--- src/rtl/icache_axi_refill_unit_pkg.sv ---
// Shared types and sizing helpers for the icache AXI refill unit.
package icache_axi_refill_unit_pkg;

  localparam int unsigned ICACHE_LINE_WIDTH = 128;
  localparam int unsigned PaddrWidth        = 64;
  localparam int unsigned IcacheTidWidth    = 2;
  localparam logic [1:0]  AxiBurstIncr      = 2'b01;

  // IFILL_ACK encodes as zero so an all-zero return word is a legal idle value.
  typedef enum logic [1:0] {
    ICACHE_IFILL_ACK = 2'd0,
    ICACHE_INV_REQ   = 2'd1
  } icache_rtype_e;

  typedef struct packed {
    logic       vld;
    logic       all;
    logic [7:0] idx;
    logic [1:0] way;
  } icache_inv_t;

  typedef struct packed {
    logic [PaddrWidth-1:0]     paddr;
    logic                      nc;
    logic [IcacheTidWidth-1:0] tid;
  } icache_req_t;

  typedef struct packed {
    icache_rtype_e                rtype;
    logic [ICACHE_LINE_WIDTH-1:0] data;
    icache_inv_t                  inv;
    logic [IcacheTidWidth-1:0]    tid;
  } icache_rtrn_t;

  typedef struct packed {
    logic                      valid;
    logic                      nc;
    logic [IcacheTidWidth-1:0] tid;
  } icache_refill_slot_t;

  function automatic int unsigned ICACHE_REFILL_BEATS(input int unsigned line_w,
                                                      input int unsigned data_w);
    return line_w / data_w;
  endfunction

  // Bits needed to pick a 64-bit lane out of one data beat (at least one).
  function automatic int unsigned icache_refill_lane_width(input int unsigned data_w);
    return (data_w > 64) ? $clog2(data_w / 64) : 1;
  endfunction

endpackage

--- src/rtl/icache_axi_refill_unit_if.sv ---
// AXI4 read-channel bundle (plus write-side tie-offs) for the icache refill unit.
interface icache_axi_refill_unit_if #(
  parameter int unsigned AxiAddrWidth = 64,
  parameter int unsigned AxiDataWidth = 64,
  parameter int unsigned AxiIdWidth   = 4
);
  logic                    ar_valid;
  logic                    ar_ready;
  logic [AxiAddrWidth-1:0] ar_addr;
  logic [7:0]              ar_len;
  logic [2:0]              ar_size;
  logic [1:0]              ar_burst;
  logic [AxiIdWidth-1:0]   ar_id;

  logic                    r_valid;
  logic                    r_ready;
  logic [AxiDataWidth-1:0] r_data;
  logic [AxiIdWidth-1:0]   r_id;
  logic [1:0]              r_resp;
  logic                    r_last;

  logic                    aw_valid;
  logic                    w_valid;
  logic                    b_ready;

  modport master (
    output ar_valid, ar_addr, ar_len, ar_size, ar_burst, ar_id, r_ready,
    output aw_valid, w_valid, b_ready,
    input  ar_ready, r_valid, r_data, r_id, r_resp, r_last
  );

  modport slave (
    input  ar_valid, ar_addr, ar_len, ar_size, ar_burst, ar_id, r_ready,
    input  aw_valid, w_valid, b_ready,
    output ar_ready, r_valid, r_data, r_id, r_resp, r_last
  );
endinterface

--- src/rtl/icache_axi_refill_unit_slot.sv ---
// One refill slot: holds tid/nc, beat counter, line buffer and sticky error bit.
module icache_refill_slot
  import icache_axi_refill_unit_pkg::*;
#(
  parameter int unsigned LineWidth    = ICACHE_LINE_WIDTH,
  parameter int unsigned AxiDataWidth = 64
) (
  input  logic                                                clk_i,
  input  logic                                                rst_ni,
  input  logic                                                clr_i,
  input  logic                                                alloc_i,
  input  logic                                                alloc_nc_i,
  input  logic [IcacheTidWidth-1:0]                           alloc_tid_i,
  input  logic [icache_refill_lane_width(AxiDataWidth)-1:0]   alloc_lane_i,
  input  logic                                                beat_i,
  input  logic [AxiDataWidth-1:0]                             beat_data_i,
  input  logic                                                beat_err_i,
  input  logic                                                beat_last_i,
  output logic                                                valid_o,
  output logic [IcacheTidWidth-1:0]                           tid_o,
  output logic [LineWidth-1:0]                                line_o,
  output logic                                                err_o,
  output logic                                                last_beat_o
);
  localparam int unsigned Beats = ICACHE_REFILL_BEATS(LineWidth, AxiDataWidth);
  localparam int unsigned CntW  = (Beats > 1) ? $clog2(Beats) : 1;
  localparam int unsigned LaneW = icache_refill_lane_width(AxiDataWidth);
  localparam int unsigned Lanes = AxiDataWidth / 64;

  icache_refill_slot_t meta_q, meta_d;
  logic [LaneW-1:0]     lane_q, lane_d;
  logic [CntW-1:0]      cnt_q, cnt_d;
  logic [LineWidth-1:0] line_q, line_d;
  logic                 err_q, err_d;

  always_comb begin
    meta_d = meta_q;
    lane_d = lane_q;
    cnt_d  = cnt_q;
    line_d = line_q;
    err_d  = err_q;
    if (alloc_i) begin
      meta_d = '{valid: 1'b1, nc: alloc_nc_i, tid: alloc_tid_i};
      lane_d = alloc_lane_i;
      cnt_d  = '0;
      line_d = '0;
      err_d  = 1'b0;
    end else if (beat_i && meta_q.valid) begin
      if (meta_q.nc) begin
        // Bypass: only the addressed 64-bit word survives, placed at word 0.
        line_d = '0;
        for (int unsigned l = 0; l < Lanes; l++) begin
          if (lane_q == LaneW'(l)) line_d[63:0] = beat_data_i[l*64 +: 64];
        end
      end else begin
        for (int unsigned b = 0; b < Beats; b++) begin
          if (cnt_q == CntW'(b)) line_d[b*AxiDataWidth +: AxiDataWidth] = beat_data_i;
        end
      end
      err_d = err_q | beat_err_i;
      if (beat_last_i) begin
        cnt_d        = '0;
        meta_d.valid = 1'b0;
      end else begin
        cnt_d = cnt_q + CntW'(1);
      end
    end
  end

  always_ff @(posedge clk_i or negedge rst_ni) begin
    if (!rst_ni) begin
      meta_q <= '0;
      lane_q <= '0;
      cnt_q  <= '0;
      line_q <= '0;
      err_q  <= 1'b0;
    end else if (clr_i) begin
      meta_q <= '0;
      lane_q <= '0;
      cnt_q  <= '0;
      line_q <= '0;
      err_q  <= 1'b0;
    end else begin
      meta_q <= meta_d;
      lane_q <= lane_d;
      cnt_q  <= cnt_d;
      line_q <= line_d;
      err_q  <= err_d;
    end
  end

  // Line and error include the beat arriving this cycle so RLAST can capture them directly.
  assign line_o      = line_d;
  assign err_o       = err_d;
  assign valid_o     = meta_q.valid;
  assign tid_o       = meta_q.tid;
  assign last_beat_o = meta_q.nc | (cnt_q == CntW'(Beats - 1));

endmodule

--- src/rtl/icache_axi_refill_unit.sv ---
// Multi-outstanding icache refill engine over an AXI4 read channel.
// Optional CVA6_ICACHE_REFILL_ERR_EN adds err_o and zeroes data of refills that saw RRESP[1].
module icache_axi_refill_unit
  import icache_axi_refill_unit_pkg::*;
#(
  parameter int unsigned LineWidth      = ICACHE_LINE_WIDTH,
  parameter int unsigned AxiAddrWidth   = 64,
  parameter int unsigned AxiDataWidth   = 64,
  parameter int unsigned AxiIdWidth     = 4,
  parameter int unsigned NumOutstanding = 2
) (
  input  logic         clk_i,
  input  logic         rst_ni,
  input  logic         clr_i,
  input  logic         mem_data_req_i,
  output logic         mem_data_ack_o,
  input  icache_req_t  mem_data_i,
  output logic         mem_rtrn_vld_o,
  output icache_rtrn_t mem_rtrn_o,
  output logic         busy_o,
`ifdef CVA6_ICACHE_REFILL_ERR_EN
  output logic         err_o,
`endif
  icache_axi_refill_unit_if.master axi
);
  localparam int unsigned Beats = ICACHE_REFILL_BEATS(LineWidth, AxiDataWidth);
  localparam int unsigned SlotW = (NumOutstanding > 1) ? $clog2(NumOutstanding) : 1;
  localparam int unsigned LaneW = icache_refill_lane_width(AxiDataWidth);
  localparam logic [PaddrWidth-1:0] LineMask = ~PaddrWidth'(LineWidth / 8 - 1);
  localparam logic [PaddrWidth-1:0] WordMask = ~PaddrWidth'(7);
  localparam logic [7:0] ArLenLine  = 8'(Beats - 1);
  localparam logic [2:0] ArSizeLine = 3'($clog2(AxiDataWidth / 8));

  logic [NumOutstanding-1:0] slot_valid, slot_last, slot_err, slot_alloc, slot_hit;
  logic [IcacheTidWidth-1:0] slot_tid  [NumOutstanding];
  logic [LineWidth-1:0]      slot_line [NumOutstanding];

  logic [SlotW-1:0] alloc_idx;
  logic [LaneW-1:0] alloc_lane;
  logic             accept, beat_err, rid_alloc;

  logic                      ar_valid_q, ar_valid_d;
  logic [AxiAddrWidth-1:0]   ar_addr_q, ar_addr_d;
  logic [7:0]                ar_len_q, ar_len_d;
  logic [2:0]                ar_size_q, ar_size_d;
  logic [AxiIdWidth-1:0]     ar_id_q, ar_id_d;
  logic                      rtrn_vld_q, rtrn_vld_d;
  logic [LineWidth-1:0]      rtrn_data_q, rtrn_data_d;
  logic [IcacheTidWidth-1:0] rtrn_tid_q, rtrn_tid_d;
  logic                      rtrn_err_q, rtrn_err_d;

  always_comb begin
    alloc_idx = '0;
    for (int i = NumOutstanding - 1; i >= 0; i--) begin
      if (!slot_valid[i]) alloc_idx = SlotW'(i);
    end
    accept = mem_data_req_i & ~(&slot_valid) & ~ar_valid_q;
    for (int i = 0; i < NumOutstanding; i++) begin
      slot_alloc[i] = accept && (alloc_idx == SlotW'(i));
      slot_hit[i]   = axi.r_valid && (axi.r_id == AxiIdWidth'(i));
    end
    alloc_lane = (AxiDataWidth > 64) ? mem_data_i.paddr[3 +: LaneW] : '0;
  end

`ifdef CVA6_ICACHE_REFILL_ERR_EN
  assign beat_err = axi.r_resp[1];
  assign err_o    = rtrn_err_q;
`else
  logic unused_err;
  assign beat_err   = 1'b0;
  assign unused_err = ^{axi.r_resp, rtrn_err_q};
`endif

  for (genvar i = 0; i < NumOutstanding; i++) begin : g_slot
    icache_refill_slot #(
      .LineWidth    (LineWidth),
      .AxiDataWidth (AxiDataWidth)
    ) u_slot (
      .clk_i        (clk_i),
      .rst_ni       (rst_ni),
      .clr_i        (clr_i),
      .alloc_i      (slot_alloc[i]),
      .alloc_nc_i   (mem_data_i.nc),
      .alloc_tid_i  (mem_data_i.tid),
      .alloc_lane_i (alloc_lane),
      .beat_i       (slot_hit[i]),
      .beat_data_i  (axi.r_data),
      .beat_err_i   (beat_err),
      .beat_last_i  (axi.r_last),
      .valid_o      (slot_valid[i]),
      .tid_o        (slot_tid[i]),
      .line_o       (slot_line[i]),
      .err_o        (slot_err[i]),
      .last_beat_o  (slot_last[i])
    );
  end

  // AR register: fields frozen while ARVALID waits for ARREADY.
  always_comb begin
    ar_valid_d = ar_valid_q;
    ar_addr_d  = ar_addr_q;
    ar_len_d   = ar_len_q;
    ar_size_d  = ar_size_q;
    ar_id_d    = ar_id_q;
    if (ar_valid_q && axi.ar_ready) ar_valid_d = 1'b0;
    if (accept) begin
      ar_valid_d = 1'b1;
      ar_id_d    = AxiIdWidth'(alloc_idx);
      if (mem_data_i.nc) begin
        ar_addr_d = AxiAddrWidth'(mem_data_i.paddr & WordMask);
        ar_len_d  = 8'd0;
        ar_size_d = 3'd3;
      end else begin
        ar_addr_d = AxiAddrWidth'(mem_data_i.paddr & LineMask);
        ar_len_d  = ArLenLine;
        ar_size_d = ArSizeLine;
      end
    end
  end

  always_comb begin
    rtrn_vld_d  = 1'b0;
    rtrn_data_d = rtrn_data_q;
    rtrn_tid_d  = rtrn_tid_q;
    rtrn_err_d  = rtrn_err_q;
    for (int i = 0; i < NumOutstanding; i++) begin
      if (slot_hit[i] && axi.r_last) begin
        rtrn_vld_d  = 1'b1;
        rtrn_data_d = slot_err[i] ? '0 : slot_line[i];
        rtrn_tid_d  = slot_tid[i];
        rtrn_err_d  = slot_err[i];
      end
    end
  end

  always_ff @(posedge clk_i or negedge rst_ni) begin
    if (!rst_ni) begin
      ar_valid_q  <= 1'b0;
      ar_addr_q   <= '0;
      ar_len_q    <= '0;
      ar_size_q   <= '0;
      ar_id_q     <= '0;
      rtrn_vld_q  <= 1'b0;
      rtrn_data_q <= '0;
      rtrn_tid_q  <= '0;
      rtrn_err_q  <= 1'b0;
    end else if (clr_i) begin
      ar_valid_q  <= 1'b0;
      ar_addr_q   <= '0;
      ar_len_q    <= '0;
      ar_size_q   <= '0;
      ar_id_q     <= '0;
      rtrn_vld_q  <= 1'b0;
      rtrn_data_q <= '0;
      rtrn_tid_q  <= '0;
      rtrn_err_q  <= 1'b0;
    end else begin
      ar_valid_q  <= ar_valid_d;
      ar_addr_q   <= ar_addr_d;
      ar_len_q    <= ar_len_d;
      ar_size_q   <= ar_size_d;
      ar_id_q     <= ar_id_d;
      rtrn_vld_q  <= rtrn_vld_d;
      rtrn_data_q <= rtrn_data_d;
      rtrn_tid_q  <= rtrn_tid_d;
      rtrn_err_q  <= rtrn_err_d;
    end
  end

  assign mem_data_ack_o = accept;
  assign mem_rtrn_vld_o = rtrn_vld_q;
  assign mem_rtrn_o     = '{rtype: ICACHE_IFILL_ACK, data: rtrn_data_q, inv: '0, tid: rtrn_tid_q};
  assign busy_o         = (|slot_valid) | ar_valid_q | rtrn_vld_q;

  assign axi.ar_valid = ar_valid_q;
  assign axi.ar_addr  = ar_addr_q;
  assign axi.ar_len   = ar_len_q;
  assign axi.ar_size  = ar_size_q;
  assign axi.ar_burst = AxiBurstIncr;
  assign axi.ar_id    = ar_id_q;
  assign axi.r_ready  = 1'b1;
  assign axi.aw_valid = 1'b0;
  assign axi.w_valid  = 1'b0;
  assign axi.b_ready  = 1'b1;

  assign rid_alloc = |(slot_hit & slot_valid);

  a_rid_alloc: assert property (@(posedge clk_i) disable iff (!rst_ni)
    axi.r_valid |-> rid_alloc);
  a_rlast_count: assert property (@(posedge clk_i) disable iff (!rst_ni)
    (axi.r_valid && rid_alloc) |-> (axi.r_last == |(slot_hit & slot_last)));
  a_clr_idle: assert property (@(posedge clk_i) disable iff (!rst_ni)
    clr_i |-> !busy_o);

endmodule

--- src/flat_wrapper.sv ---
// flat-port wrapper written by rule: the top's interface ports become plain ports
module icache_axi_refill_unit_flat import icache_axi_refill_unit_pkg::*;
#(
  parameter int unsigned LineWidth      = ICACHE_LINE_WIDTH,
  parameter int unsigned AxiAddrWidth   = 64,
  parameter int unsigned AxiDataWidth   = 64,
  parameter int unsigned AxiIdWidth     = 4,
  parameter int unsigned NumOutstanding = 2
)
  (clk_i, rst_ni, clr_i, mem_data_req_i, mem_data_ack_o, mem_data_i, mem_rtrn_vld_o, mem_rtrn_o, busy_o, axi_ar_valid, axi_ar_addr, axi_ar_len, axi_ar_size, axi_ar_burst, axi_ar_id, axi_r_ready, axi_aw_valid, axi_w_valid, axi_b_ready, axi_ar_ready, axi_r_valid, axi_r_data, axi_r_id, axi_r_resp, axi_r_last);
  icache_axi_refill_unit_if #(.AxiAddrWidth(AxiAddrWidth), .AxiDataWidth(AxiDataWidth), .AxiIdWidth(AxiIdWidth)) axi_i ();
  input  logic clk_i;
  input  logic rst_ni;
  input  logic clr_i;
  input  logic mem_data_req_i;
  output logic mem_data_ack_o;
  input  icache_req_t mem_data_i;
  output logic mem_rtrn_vld_o;
  output icache_rtrn_t mem_rtrn_o;
  output logic busy_o;
  output wire logic [$bits(axi_i.ar_valid)-1:0] axi_ar_valid;
  output wire logic [$bits(axi_i.ar_addr)-1:0] axi_ar_addr;
  output wire logic [$bits(axi_i.ar_len)-1:0] axi_ar_len;
  output wire logic [$bits(axi_i.ar_size)-1:0] axi_ar_size;
  output wire logic [$bits(axi_i.ar_burst)-1:0] axi_ar_burst;
  output wire logic [$bits(axi_i.ar_id)-1:0] axi_ar_id;
  output wire logic [$bits(axi_i.r_ready)-1:0] axi_r_ready;
  output wire logic [$bits(axi_i.aw_valid)-1:0] axi_aw_valid;
  output wire logic [$bits(axi_i.w_valid)-1:0] axi_w_valid;
  output wire logic [$bits(axi_i.b_ready)-1:0] axi_b_ready;
  input wire logic [$bits(axi_i.ar_ready)-1:0] axi_ar_ready;
  input wire logic [$bits(axi_i.r_valid)-1:0] axi_r_valid;
  input wire logic [$bits(axi_i.r_data)-1:0] axi_r_data;
  input wire logic [$bits(axi_i.r_id)-1:0] axi_r_id;
  input wire logic [$bits(axi_i.r_resp)-1:0] axi_r_resp;
  input wire logic [$bits(axi_i.r_last)-1:0] axi_r_last;
  assign axi_ar_valid = axi_i.ar_valid;
  assign axi_ar_addr = axi_i.ar_addr;
  assign axi_ar_len = axi_i.ar_len;
  assign axi_ar_size = axi_i.ar_size;
  assign axi_ar_burst = axi_i.ar_burst;
  assign axi_ar_id = axi_i.ar_id;
  assign axi_r_ready = axi_i.r_ready;
  assign axi_aw_valid = axi_i.aw_valid;
  assign axi_w_valid = axi_i.w_valid;
  assign axi_b_ready = axi_i.b_ready;
  assign axi_i.ar_ready = axi_ar_ready;
  assign axi_i.r_valid = axi_r_valid;
  assign axi_i.r_data = axi_r_data;
  assign axi_i.r_id = axi_r_id;
  assign axi_i.r_resp = axi_r_resp;
  assign axi_i.r_last = axi_r_last;
  icache_axi_refill_unit #(.LineWidth(LineWidth), .AxiAddrWidth(AxiAddrWidth), .AxiDataWidth(AxiDataWidth), .AxiIdWidth(AxiIdWidth), .NumOutstanding(NumOutstanding)) u_core (.clk_i(clk_i), .rst_ni(rst_ni), .clr_i(clr_i), .mem_data_req_i(mem_data_req_i), .mem_data_ack_o(mem_data_ack_o), .mem_data_i(mem_data_i), .mem_rtrn_vld_o(mem_rtrn_vld_o), .mem_rtrn_o(mem_rtrn_o), .busy_o(busy_o), .axi(axi_i));
endmodule
--- config.mk ---
export PLATFORM = sky130hd
export DESIGN_NAME = icache_axi_refill_unit_flat
export DESIGN_NICKNAME = d
export VERILOG_FILES = /design/src/rtl/icache_axi_refill_unit_pkg.sv /design/src/rtl/icache_axi_refill_unit_if.sv /design/src/rtl/icache_axi_refill_unit_slot.sv /design/src/rtl/icache_axi_refill_unit.sv /design/src/flat_wrapper.sv
export SDC_FILE = /design/constraint.sdc
export NUM_CORES = 1
export LEC_CHECK = 0
export CORE_MARGIN = 2
export CORE_UTILIZATION = 25
export CTS_CLUSTER_DIAMETER = 30
export DETAILED_ROUTE_END_ITERATION = 6
export MAX_ROUTING_LAYER = met4
export PLACE_DENSITY_LB_ADDON = 0.1
export SLEW_MARGIN = 20
export SYNTH_ARGS = -nofsm -noshare
export SYNTH_HDL_FRONTEND = slang
export SYNTH_SLANG_ARGS = --single-unit
export TNS_END_PERCENT = 10
--- constraint.sdc ---
create_clock -name clk_i -period 4.38 [get_ports clk_i]
set_input_delay 0.876 -clock clk_i [delete_from_list [all_inputs] [get_ports clk_i]]
set_output_delay 0.876 -clock clk_i [all_outputs]
set_load 0.01 [all_outputs]
==> impl_metrics.yaml <==
outcome:
  status: "completed"
synthesis:
  synth.top_cells.by_area: "sky130_fd_sc_hd__dfrtp_1, sky130_fd_sc_hd__o31a_1, sky130_fd_sc_hd__nor2_1, sky130_fd_sc_hd__a21oi_1, sky130_fd_sc_hd__mux2i_4"
  synth-main-ff-cell: "sky130_fd_sc_hd__dfrtp_1"
  avgSynthCellArea_sq_um: 11.2
  synth_top_area_cell: "sky130_fd_sc_hd__dfrtp_1"
  ys_seq_elements: 464
  synth_enable_flop_cells: 0
  share_of_yosys_cell_area_claimed_by_the_top_area_cell_type: 0.573
  synth.distinct_cells: 32
  ys_seq_area_frac: 0.573
  synthArstFlopShare: 1.00
  number_of_synthesis_warnings: 0
  netlist_instances: 1814
  synth_area_sq_um: 20300
clock_network:
  cts_hold_buf: 0
  cts_root_buffer: "sky130_fd_sc_hd__clkbuf_16"
  clock_sink_count: 464
  tritoncts: "built"
  clkSlewWorstSetupHoldPaths_ns: 0.04
  cts_inserted_buffers: 138
  clockBufferDepth: 3
  cts_resized: 0
  post_cts_buffers: 0
  clk-insertion-delay-late_ns: 0.69
  ctsHtreeMaxLevel: 4
timing:
  setup_tns_ns: 0
  achievable-frequency_mhz: 321
  slew_of_the_pin_with_the_lowest_slew_margin_ns: 1.08
  hold_viol: 0
  finalSetupViolations: 0
  timing.clock.skew_ns: 0.0255
  final-max-slew-violation-count: 0
  finalWorstSetupSlack_ns: 1.27
  period_minus_slack_ns: 3.11
  finalCritPeriodShare: 0.711
  max-slew-margin-rel: 0.279
  grt_setup_unrepaired: "no"
global_route:
  grt_util_all_layers: 0.175
  grt_pass1_wl_um: 107000
  grt_antenna_before_repair: 5
  grt_max_degree: 132
  overflow: 0
  grt_pass1_vias: 17200
floorplan:
  i_o_pins: 377
  fp-row-count: 104
  die_h_um: 289
  initial_core_util: 0.252
  coreArea_sq_um: 80400
  design.die.area_sq_um: 83400
  die_w_um: 289
pwr:
  power.share.switching: 0.225
  power.combinational.fraction: 0.049
  ir_drop_mv: 0.266
  share_seq_of_total_power: 0.289
  leakagePower_uw: 0.0129
  power.clock.fraction: 0.662
  netSwitchingPower_uw: 3410
  power.internal_uw: 11800
  power_per_cell_area_nw_per_um2: 516
routing:
  route.vias.total: 15900
  vias_per_cell: 4.76
  route.antenna.remaining_nets: 0
  remaining_drc_errors: 0
  drtIter0Drc: 890
  detail_route.first_pass.iterations: 5
  postRouteWirelength_um: 70500
  per_cell_routed_wire_length_um: 21.1
critical_path:
  ff_to_ff_setup_slack_ns: 1.98
  cp-end-kind: "output pin"
  crit-reg2reg-capture: "u_core.rtrn_data_q[42]"
  r2r_start: "u_core.g_slot[0].u_slot.valid_o"
  critPathBufInv: 1
  worst-path-max-fanout: 6
  crit_slowest_cell: "sky130_fd_sc_hd__clkdlybuf4s50_1"
  cpLargestDelayFamily: "buffers and inverters"
  cpPeakStageDelay_ns: 0.55
  worst_ep_arrival_time_ns: 2.24
  critical_path.cell_chain: "or4_1 -> clkdlybuf4s50_1"
  timing.critical_path.depth: 2
  r2r.worst_path.cells: 6
  critPathLaunchType: "flop"
  worst_ep_required_time_ns: 3.50
  worstSetupPathType: "reg2out"
layout:
  fill_cells: 7937
  nets: 2307
  instances_no_fill: 3333
  postLayoutCellArea_sq_um: 29400
  post_route_cells_drive_above_1_share: 0.160
  final_util: 0.365
  area.growth.synth_to_final_pct: 44.8
placement:
  dpl_worst_slack_ns: 0.641
  dpl_cell_area_sq_um: 24600
  gp_routability_congestion: 0.748
  cell_count_after_placement: 3083
  port_buffer_cells: 337
  hpwl_um: 38400
job:
  maximum_capacitance_violations: 0
min_path:
  worst_hold_path_type: "in2async"
-- synth_stat cells (4+ instances only) --
library cell               number
sky130_fd_sc_hd__a21oi_1      192
sky130_fd_sc_hd__buf_1          9
sky130_fd_sc_hd__buf_12         6
sky130_fd_sc_hd__buf_2         33
sky130_fd_sc_hd__buf_4         35
sky130_fd_sc_hd__buf_6          8
sky130_fd_sc_hd__clkbuf_1     108
sky130_fd_sc_hd__dfrtp_1      464
sky130_fd_sc_hd__mux2i_1       94
sky130_fd_sc_hd__mux2i_4       42
sky130_fd_sc_hd__nand2_1      252
sky130_fd_sc_hd__nor2_1       280
sky130_fd_sc_hd__o221ai_1      86
sky130_fd_sc_hd__o221ai_2      42
sky130_fd_sc_hd__o31a_1       128
sky130_fd_sc_hd__or3_1          4
-- logic make-up after synthesis --
logic type / Yosys count / synth area share
and+or+nand+nor: 556 / 0.107
DFF: 464 / 0.573
AOI/OAI and AO/OA: 452 / 0.172
buffers and inverters: 202 / 0.0537
muxes: 138 / 0.0944
other: 2 / 0.000370
-- registers in the layout, summed over array words and instances, names as in the netlist, 2 cells and up --
name,count
u_core.rtrn_data_q,128
u_core.g_slot.u_slot.valid_o,2
u_core.g_slot.u_slot.line_q,256
u_core.rtrn_tid_q,2
u_core.g_slot.u_slot.cnt_q,2
u_core.g_slot.u_slot.tid_o,4
u_core.axi.ar_addr,61
u_core.g_slot.u_slot.err_q,2
u_core.g_slot.u_slot.meta_q,2
-- placed cells by master, fill, tap and decap left out, types with 3 or more instances in the layout --
cell type	instances
sky130_fd_sc_hd__inv_6	3
sky130_fd_sc_hd__mux2i_4	42
sky130_fd_sc_hd__o221ai_2	42
sky130_fd_sc_hd__or3_4	4
sky130_fd_sc_hd__mux2i_1	94
sky130_fd_sc_hd__clkinv_8	6
sky130_fd_sc_hd__dfrtp_1	464
sky130_fd_sc_hd__buf_4	24
sky130_fd_sc_hd__diode_2	5
sky130_fd_sc_hd__clkinvlp_4	4
sky130_fd_sc_hd__clkinv_2	16
sky130_fd_sc_hd__a21oi_1	191
sky130_fd_sc_hd__nor2b_1	3
sky130_fd_sc_hd__clkbuf_16	140
sky130_fd_sc_hd__clkbuf_1	25
sky130_fd_sc_hd__nand2_1	251
sky130_fd_sc_hd__nor2_1	278
sky130_fd_sc_hd__o31a_1	128
sky130_fd_sc_hd__clkdlybuf4s50_1	335
sky130_fd_sc_hd__o221ai_1	86
sky130_fd_sc_hd__buf_12	15
sky130_fd_sc_hd__conb_1	34
sky130_fd_sc_hd__clkbuf_8	35
sky130_fd_sc_hd__bufinv_16	13
-- through the flow --
step	total power, uW	hold slack, ns
3_3_place_gp	5200	0.473
3_5_place_dp	5200	0.472
4_1_cts	15400	0.190
2_1_floorplan	4710	0.466
5_1_grt	15700	0.213
6_report	15200	0.198
-- how the worst max path moves through the flow --
stage | from | to | slack [ns]
global placement | axi_r_valid | u_core.rtrn_data_q[59] | 0.65
finish | u_core.g_slot[0].u_slot.valid_o | busy_o | 1.27
CTS | u_core.g_slot[0].u_slot.valid_o | busy_o | 1.18
global route | u_core.g_slot[0].u_slot.valid_o | busy_o | 1.20
floorplan | axi_r_id[1] | u_core.rtrn_data_q[14] | 1.69
detailed placement | axi_r_valid | u_core.rtrn_data_q[39] | 0.64
-- layout make-up --
| cell class | count | area, sq um | area share |
|---|---|---|---|
| antenna | 5 | 12.5 | 0.000426 |
| clock buffer | 200 | 4080 | 0.139 |
| clock inverter | 45 | 694 | 0.0236 |
| inverter | 3 | 11.3 | 0.000383 |
| multi-input combinational | 1180 | 7780 | 0.265 |
| sequential | 464 | 11600 | 0.395 |
| tap | 1060 | 1330 | 0.0452 |
| timing repair buffer | 376 | 3850 | 0.131 |
-- metal layers --
| layer | up-vias | share of wire | routed length (um) | track usage |
|---|---|---|---|---|
| met5 | - | 0 | 0 | - |
| met4 | 0 | 0.022 | 1540 | 0.0603 |
| met3 | 113 | 0.077 | 5400 | 0.0551 |
| met2 | 553 | 0.47 | 33300 | 0.270 |
| met1 | 8095 | 0.43 | 30200 | 0.216 |
| li1 | 7102 | - | - | - |
-- power by group through the flow --
stage	registers (uW)	logic (uW)	clock network, uW
5_1_grt	4380	814	10500
2_1_floorplan	4450	262	0
3_5_place_dp	4440	767	0
3_3_place_gp	4430	766	0
6_report	4380	746	10000
4_1_cts	4380	769	10300
(Power assumes the default switching activity.)
